`src/rtl/dds_key_dec_if.sv`:
```
// dds_key_dec_if: key command in, DDS settings out, between key control and the DDS core.
// The master modport is the key/DDS side; the slave modport is the decoder itself.
interface dds_key_dec_if #(
    parameter int FW = 32
);
    logic [3:0]    key_cmd;
    logic [1:0]    wave_sel;
    logic [FW-1:0] freq_word;
    logic [1:0]    step_idx;
    logic          upd;

    modport master (
        output key_cmd,
        input  wave_sel,
        input  freq_word,
        input  step_idx,
        input  upd
    );

    modport slave (
        input  key_cmd,
        output wave_sel,
        output freq_word,
        output step_idx,
        output upd
    );
endinterface

```
`src/rtl/dds_key_dec.sv`:
```
// dds_key_dec: turns one-hot debounced key commands into DDS wave/frequency/step settings.
// Define DDS_KEY_REPEAT_EN to add hold-to-repeat for the frequency up/down keys.
module dds_key_dec #(
    parameter int            FW        = 32,
    parameter logic [FW-1:0] FW_INIT   = 32'd85899,
    parameter logic [FW-1:0] FW_MIN    = 32'd1,
    parameter logic [FW-1:0] FW_MAX    = 32'h7FFFFFFF,
    parameter logic [FW-1:0] STEP_BASE = 32'd8590
`ifdef DDS_KEY_REPEAT_EN
    ,
    parameter logic [23:0]   REPEAT_DLY = 24'd500,
    parameter logic [23:0]   REPEAT_PER = 24'd100
`endif
) (
    input logic          clk,
    input logic          rstn,
    dds_key_dec_if.slave bus
);

    localparam logic [3:0] CMD_WAVE = 4'b0001;
    localparam logic [3:0] CMD_UP   = 4'b0010;
    localparam logic [3:0] CMD_DOWN = 4'b0100;
    localparam logic [3:0] CMD_STEP = 4'b1000;

`ifdef DDS_KEY_REPEAT_EN
    typedef enum logic [1:0] {IDLE, HOLD, REPEAT} state_t;
`else
    typedef enum logic [0:0] {IDLE, HOLD} state_t;
`endif

    state_t        state;
    logic [3:0]    cmd_q;
    logic          lock;
    logic [1:0]    wave_sel;
    logic [1:0]    step_idx;
    logic [FW-1:0] freq_word;
    logic          upd;

    logic [3:0]    key_cmd;
    logic          key_valid;
    logic          press;
    logic [3:0]    act;
    logic [FW-1:0] step_val;
    logic [FW:0]   sum;
    logic [FW:0]   diff;
    logic [FW-1:0] fw_up;
    logic [FW-1:0] fw_dn;

`ifdef DDS_KEY_REPEAT_EN
    logic [23:0]   rpt_cnt;
    logic          rpt_cmd;
    logic          rpt_fire;
`endif

    assign key_cmd       = bus.key_cmd;
    assign bus.wave_sel  = wave_sel;
    assign bus.freq_word = freq_word;
    assign bus.step_idx  = step_idx;
    assign bus.upd       = upd;

    // Arithmetic is one bit wider than the tuning word so over/underflow saturates instead of wrapping.
    always_comb begin
        key_valid = $onehot(key_cmd);
        press     = key_valid && !lock && (key_cmd != cmd_q);
        step_val  = STEP_BASE << {step_idx, 1'b0};
        sum       = {1'b0, freq_word} + {1'b0, step_val};
        diff      = {1'b0, freq_word} - {1'b0, step_val};
        fw_up     = (sum > {1'b0, FW_MAX}) ? FW_MAX : sum[FW-1:0];
        fw_dn     = (diff[FW] || (diff[FW-1:0] < FW_MIN)) ? FW_MIN : diff[FW-1:0];
        act       = press ? key_cmd : 4'b0000;
`ifdef DDS_KEY_REPEAT_EN
        rpt_cmd   = key_valid && (key_cmd == cmd_q) && ((cmd_q == CMD_UP) || (cmd_q == CMD_DOWN));
        rpt_fire  = rpt_cmd &&
                    (((state == HOLD)   && (rpt_cnt == REPEAT_DLY - 24'd1)) ||
                     ((state == REPEAT) && (rpt_cnt == REPEAT_PER - 24'd1)));
        if (rpt_fire) begin
            act = cmd_q;
        end
`endif
    end

    // lock is set by reset so a key still held across reset must be released before it acts again.
    always_ff @(posedge clk or negedge rstn) begin
        if (!rstn) begin
            state     <= IDLE;
            cmd_q     <= 4'b0000;
            lock      <= 1'b1;
            wave_sel  <= 2'd0;
            step_idx  <= 2'd0;
            freq_word <= FW_INIT;
            upd       <= 1'b0;
`ifdef DDS_KEY_REPEAT_EN
            rpt_cnt   <= 24'd0;
`endif
        end else begin
            upd <= |act;
            if (!key_valid) begin
                lock <= 1'b0;
            end

            case (state)
                IDLE: begin
                    if (press) begin
                        state <= HOLD;
                        cmd_q <= key_cmd;
                    end
                end
                HOLD: begin
                    if (!key_valid) begin
                        state <= IDLE;
                        cmd_q <= 4'b0000;
                    end else if (press) begin
                        cmd_q <= key_cmd;
`ifdef DDS_KEY_REPEAT_EN
                    end else if (rpt_fire) begin
                        state <= REPEAT;
`endif
                    end
                end
`ifdef DDS_KEY_REPEAT_EN
                REPEAT: begin
                    if (!key_valid) begin
                        state <= IDLE;
                        cmd_q <= 4'b0000;
                    end else if (press) begin
                        state <= HOLD;
                        cmd_q <= key_cmd;
                    end
                end
`endif
                default: state <= IDLE;
            endcase

`ifdef DDS_KEY_REPEAT_EN
            if (press || !rpt_cmd || rpt_fire) begin
                rpt_cnt <= 24'd0;
            end else begin
                rpt_cnt <= rpt_cnt + 24'd1;
            end
`endif

            case (act)
                CMD_WAVE: wave_sel  <= wave_sel + 2'd1;
                CMD_UP:   freq_word <= fw_up;
                CMD_DOWN: freq_word <= fw_dn;
                CMD_STEP: step_idx  <= step_idx + 2'd1;
                default:  ;
            endcase
        end
    end

endmodule

```
`src/flat_wrapper.sv`:
```
// flat-port wrapper written by rule: the top's interface ports become plain ports
module dds_key_dec_flat 
#(
    parameter int            FW        = 32,
    parameter logic [FW-1:0] FW_INIT   = 32'd85899,
    parameter logic [FW-1:0] FW_MIN    = 32'd1,
    parameter logic [FW-1:0] FW_MAX    = 32'h7FFFFFFF,
    parameter logic [FW-1:0] STEP_BASE = 32'd8590

)
  (clk, rstn, bus_key_cmd, bus_wave_sel, bus_freq_word, bus_step_idx, bus_upd);
  dds_key_dec_if #(.FW(FW)) bus_i ();
  input logic clk;
  input logic rstn;
  input wire logic [$bits(bus_i.key_cmd)-1:0] bus_key_cmd;
  output wire logic [$bits(bus_i.wave_sel)-1:0] bus_wave_sel;
  output wire logic [$bits(bus_i.freq_word)-1:0] bus_freq_word;
  output wire logic [$bits(bus_i.step_idx)-1:0] bus_step_idx;
  output wire logic [$bits(bus_i.upd)-1:0] bus_upd;
  assign bus_i.key_cmd = bus_key_cmd;
  assign bus_wave_sel = bus_i.wave_sel;
  assign bus_freq_word = bus_i.freq_word;
  assign bus_step_idx = bus_i.step_idx;
  assign bus_upd = bus_i.upd;
  dds_key_dec #(.FW(FW), .FW_INIT(FW_INIT), .FW_MIN(FW_MIN), .FW_MAX(FW_MAX), .STEP_BASE(STEP_BASE)) u_core (.clk(clk), .rstn(rstn), .bus(bus_i));
endmodule
```
`config.mk`:
```
export PLATFORM = sky130hd
export DESIGN_NAME = dds_key_dec_flat
export DESIGN_NICKNAME = d
export VERILOG_FILES = /design/src/rtl/dds_key_dec_if.sv /design/src/rtl/dds_key_dec.sv /design/src/flat_wrapper.sv
export SDC_FILE = /design/constraint.sdc
export NUM_CORES = 1
export LEC_CHECK = 0
export CORE_ASPECT_RATIO = 0.9
export CORE_UTILIZATION = 56
export CTS_CLUSTER_SIZE = 8
export DETAILED_ROUTE_END_ITERATION = 10
export HOLD_SLACK_MARGIN = 0.12
export PLACE_DENSITY = 0.77
export SKIP_LAST_GASP = 1
export SYNTH_ARGS = -nofsm -noshare
export SYNTH_HDL_FRONTEND = slang
export SYNTH_SLANG_ARGS = --single-unit
```
`constraint.sdc`:
```
create_clock -name clk -period 9 [get_ports clk]
set_clock_uncertainty 0.15 [all_clocks]
set_input_delay 2.25 -clock clk [delete_from_list [all_inputs] [get_ports clk]]
set_output_delay 2.25 -clock clk [all_outputs]
set_load 0.01 [all_outputs]
```
==> impl_metrics.csv <==
group,metric,value,unit
timing,period_share,81.8,%
floorplanning,design.core.area,9250,sq um
detailed_routing,drcViolationCount,0,
timing,fin_crit,7.36,ns
timing,grt_setup_unrepaired,"false",
synthesis,syn_area_per_cell,7.64,sq um
cts,post_cts_buffers,0,
synthesis,synth_nets,759,
cts,clk_pin_slew,0.10,ns
hold_path,hp-class,"flop to flop",
outcome,status,"completed",
timing,slew_headroom,31.1,%
synthesis,yosysWarnings,0,
setup_path,cp-end-kind,"flop",
final_layout,fin_nets,763,
setup_path,path_cells,"clkdlybuf4s50_1 -> ha_1 -> ha_1 -> fa_1 -> nor3b_1 -> nor2b_1 -> o41ai_1 -> nor3_1 -> and3b_1 -> nand2_1 -> or3_1 -> a211oi_1",
timing,finalMaxSlewViolations,0,
floorplanning,rows,33,
synthesis,synth_top_area_share,14.8,%
detailed_routing,drtIter0Drc,667,
setup_path,crit_family,"simple AND/OR/NAND/NOR gates",
detailed_routing,final_antenna_net_count,0,
detailed_routing,dr_wl_met2,8030,microns
cts,h-tree-depth,2,
setup_path,critPathBufInv,1,
cts,clk_latency,0.31,ns
global_route,gr-total-overflow,0,
detailed_routing,topRoutingLayerUsed,"met4",
detailed_routing,dr.pass1.iters,5,
detailed_routing,wirelength,18900,microns
synthesis,netlist_area,5420,sq um
global_route,grt_usage,37.9,%
cts,cts.sinks,43,
detailed_routing,wl_per_cell,22.6,microns
timing,tightest_slew,1.02,ns
detailed_routing,vias_per_cell,7.08,
setup_path,critPathKind,"primary input to flop",
final_layout,syn2layout_area_growth,9.21,%
synthesis,yosysUniqueCellTypes,82,
synthesis,synth-edff-count,0,
synthesis,synthTopCellsByArea,"dfrtp_1 (15%), ha_1 (9.9%), dfstp_2 (5.3%)",
global_route,grt_pass1_wl,29400,microns
timing,final-hold-violation-count,0,
detailed_routing,routed-via-count,5921,
floorplanning,die_h,95.3,microns
timing,fin_tns_setup,0,ns
detailed_routing,drt-met1-wl,7830,microns
global_route,grt_max_degree,44,
final_layout,diodes,0,
cts,cts_resized,0,
cts,cts_root_buffer,"clkbuf_8",
setup_path,cpPeakStageDelay,0.90,ns
detailed_routing,met3WireLength,2360,microns
cts,clk_path_buf_depth,2,
synthesis,ys_ff_latch,43,
timing,setup_viol,0,
cts,cts-buffers-inserted,5,
setup_path,cpMaxStageDelayCell,"and3b_1",
setup_path,cp_max_fo,25,
floorplanning,die_area,10100,sq um
floorplanning,start_util,58.6,%
final_layout,drive_gt1_share,6.72,%
synthesis,ys_seq_area_share,20.1,%
setup_path,crit_arrival,7.43,ns
global_route,antenna_found_initial,0,
synthesis,synth_cells,709,
synthesis,ys_async_sr_fraction,100,%
timing,hold_slack,0.335,ns
cts,cts_tree,"done",
synthesis,synth_top_flop_cell,"dfrtp_1",
timing,clock.fmax,136,MHz
synthesis,synth_top_area_cell,"dfrtp_1",
setup_path,start_kind,"primary input",
placement,hpwl,13900,microns
setup_path,required,9.07,ns
cts,holdBufCountCts,0,
floorplanning,ios,43,
floorplanning,die_w,106,microns
setup_path,cpMostUsedCell,"ha_1",
global_route,grt_pass1_vias,5321,
run,max-cap-violations,0,
placement,port-buffer-count,42,
placement,gp_congestion,1.00,
[final timing paths]
check	end	cells past startpoint	slack (ns)	startpoint
setup / recovery	u_core.bus.freq_word[9]$_DFFE_PN1P_	12	1.64	bus_key_cmd[2]
hold / removal	u_core.bus.wave_sel[1]$_DFFE_PN0N_	1	0.33	u_core.bus.wave_sel[1]$_DFFE_PN0N_
setup reg to reg	u_core.bus.freq_word[30]$_DFFE_PN0P_	14	3.18	u_core.bus.step_idx[0]$_DFFE_PN0N_
hold reg to reg	u_core.bus.wave_sel[1]$_DFFE_PN0N_	1	0.33	u_core.bus.wave_sel[1]$_DFFE_PN0N_
max in group asynchronous	u_core.bus.step_idx[1]$_DFFE_PN0N_	2	6.39	rstn
min in group asynchronous	u_core.bus.freq_word[6]$_DFFE_PN0P_	2	1.87	rstn
[final cells by class]
cell class | instances | area (sq um)
inverters | 24 | 90.1
flip-flops and latches | 43 | 1090
repair buffers | 46 | 445
well taps | 122 | 153
multi-input cells | 593 | 4020
clock inverters | 3 | 47.5
clock buffers | 5 | 68.8
fillers | 815 | 3330
[cells by family (layout without fill, tap and decap cells)]
| logic type | after synthesis | in the layout | share of synthesized area, % |
|---|---|---|---|
| muxes | 9 | 9 | 1.76 |
| DFF | 43 | 43 | 20.1 |
| buffers and inverters | 73 | 78 | 5.64 |
| and+or+nand+nor | 275 | 275 | 27.8 |
| AOI/OAI and AO/OA | 234 | 234 | 29.4 |
| adders and majority gates | 44 | 44 | 10.3 |
| xor gates and xnor gates | 31 | 31 | 5.01 |
[cells in the mapped netlist, types with 6 or more instances]
master and number:
nor2_1 70, a21oi_1 52, o21ai_0 44, ha_1 43, nand2_1 39, clkbuf_1 35
dfrtp_1 32, inv_1 24, nor3_1 21, nand3_1 19, xnor2_1 19, or3_1 17
a211oi_1 15, a31oi_1 15, nor2b_1 14, nand2b_1 13, xor2_1 12, a211o_1 11
a311oi_1 11, dfstp_2 11, and2_1 10, buf_2 10, nand4_1 10, o21a_1 10
a21o_1 9, nor4_1 9, o211ai_1 9, and3_1 8, or2_2 7, a22o_1 6
o31ai_1 6
[per-stage QoR]
stage / instances / instance area (sq um) / utilization [%] / worst slack, ns
finish: 836 / 5920 / 64.0 / 1.64
detailed placement: 828 / 5800 / 62.7 / 1.42
CTS: 836 / 5920 / 64.0 / 1.75
global placement: 828 / 5800 / 62.7 / 1.81
floorplan: 709 / 5420 / - / 3.38
global route: 836 / 5920 / 64.0 / 1.33
[layer usage]
metal  vias up  track usage (%)
li1       2662                -
met1      2779             52.4
met2       414             58.7
met3        66             8.48
met4         0             12.3
met5         -                0
[layout by cell type (no fill, tap or decap), types with 7 or more instances in the layout]
cell              n
a211o_1          11
a211oi_1         15
a21o_1            9
a21oi_1          52
a311oi_1         11
a31oi_1          15
and2_1           10
and3_1            8
clkdlybuf4s50_1  41
dfrtp_1          32
dfstp_2          11
ha_1             43
inv_1            24
nand2_1          39
nand2b_1         13
nand3_1          19
nand4_1          10
nor2_1           70
nor2b_1          14
nor3_1           21
nor4_1            9
o211ai_1          9
o21a_1           10
o21ai_0          44
or2_2             7
or3_1            17
xnor2_1          19
xor2_1           12
[sequential cells by signal, indices dropped and copies added, names as in the netlist]
| name | count |
|---|---|
| u_core.bus.step_idx | 2 |
| u_core.bus.upd | 1 |
| u_core.lock | 1 |
| u_core.bus.freq_word | 32 |
| u_core.cmd_q | 4 |
| u_core.bus.wave_sel | 2 |
| u_core.state | 1 |
Power is not shown: default switching activity piles up to over one toggle a cycle in this logic, so the estimate is an artifact.
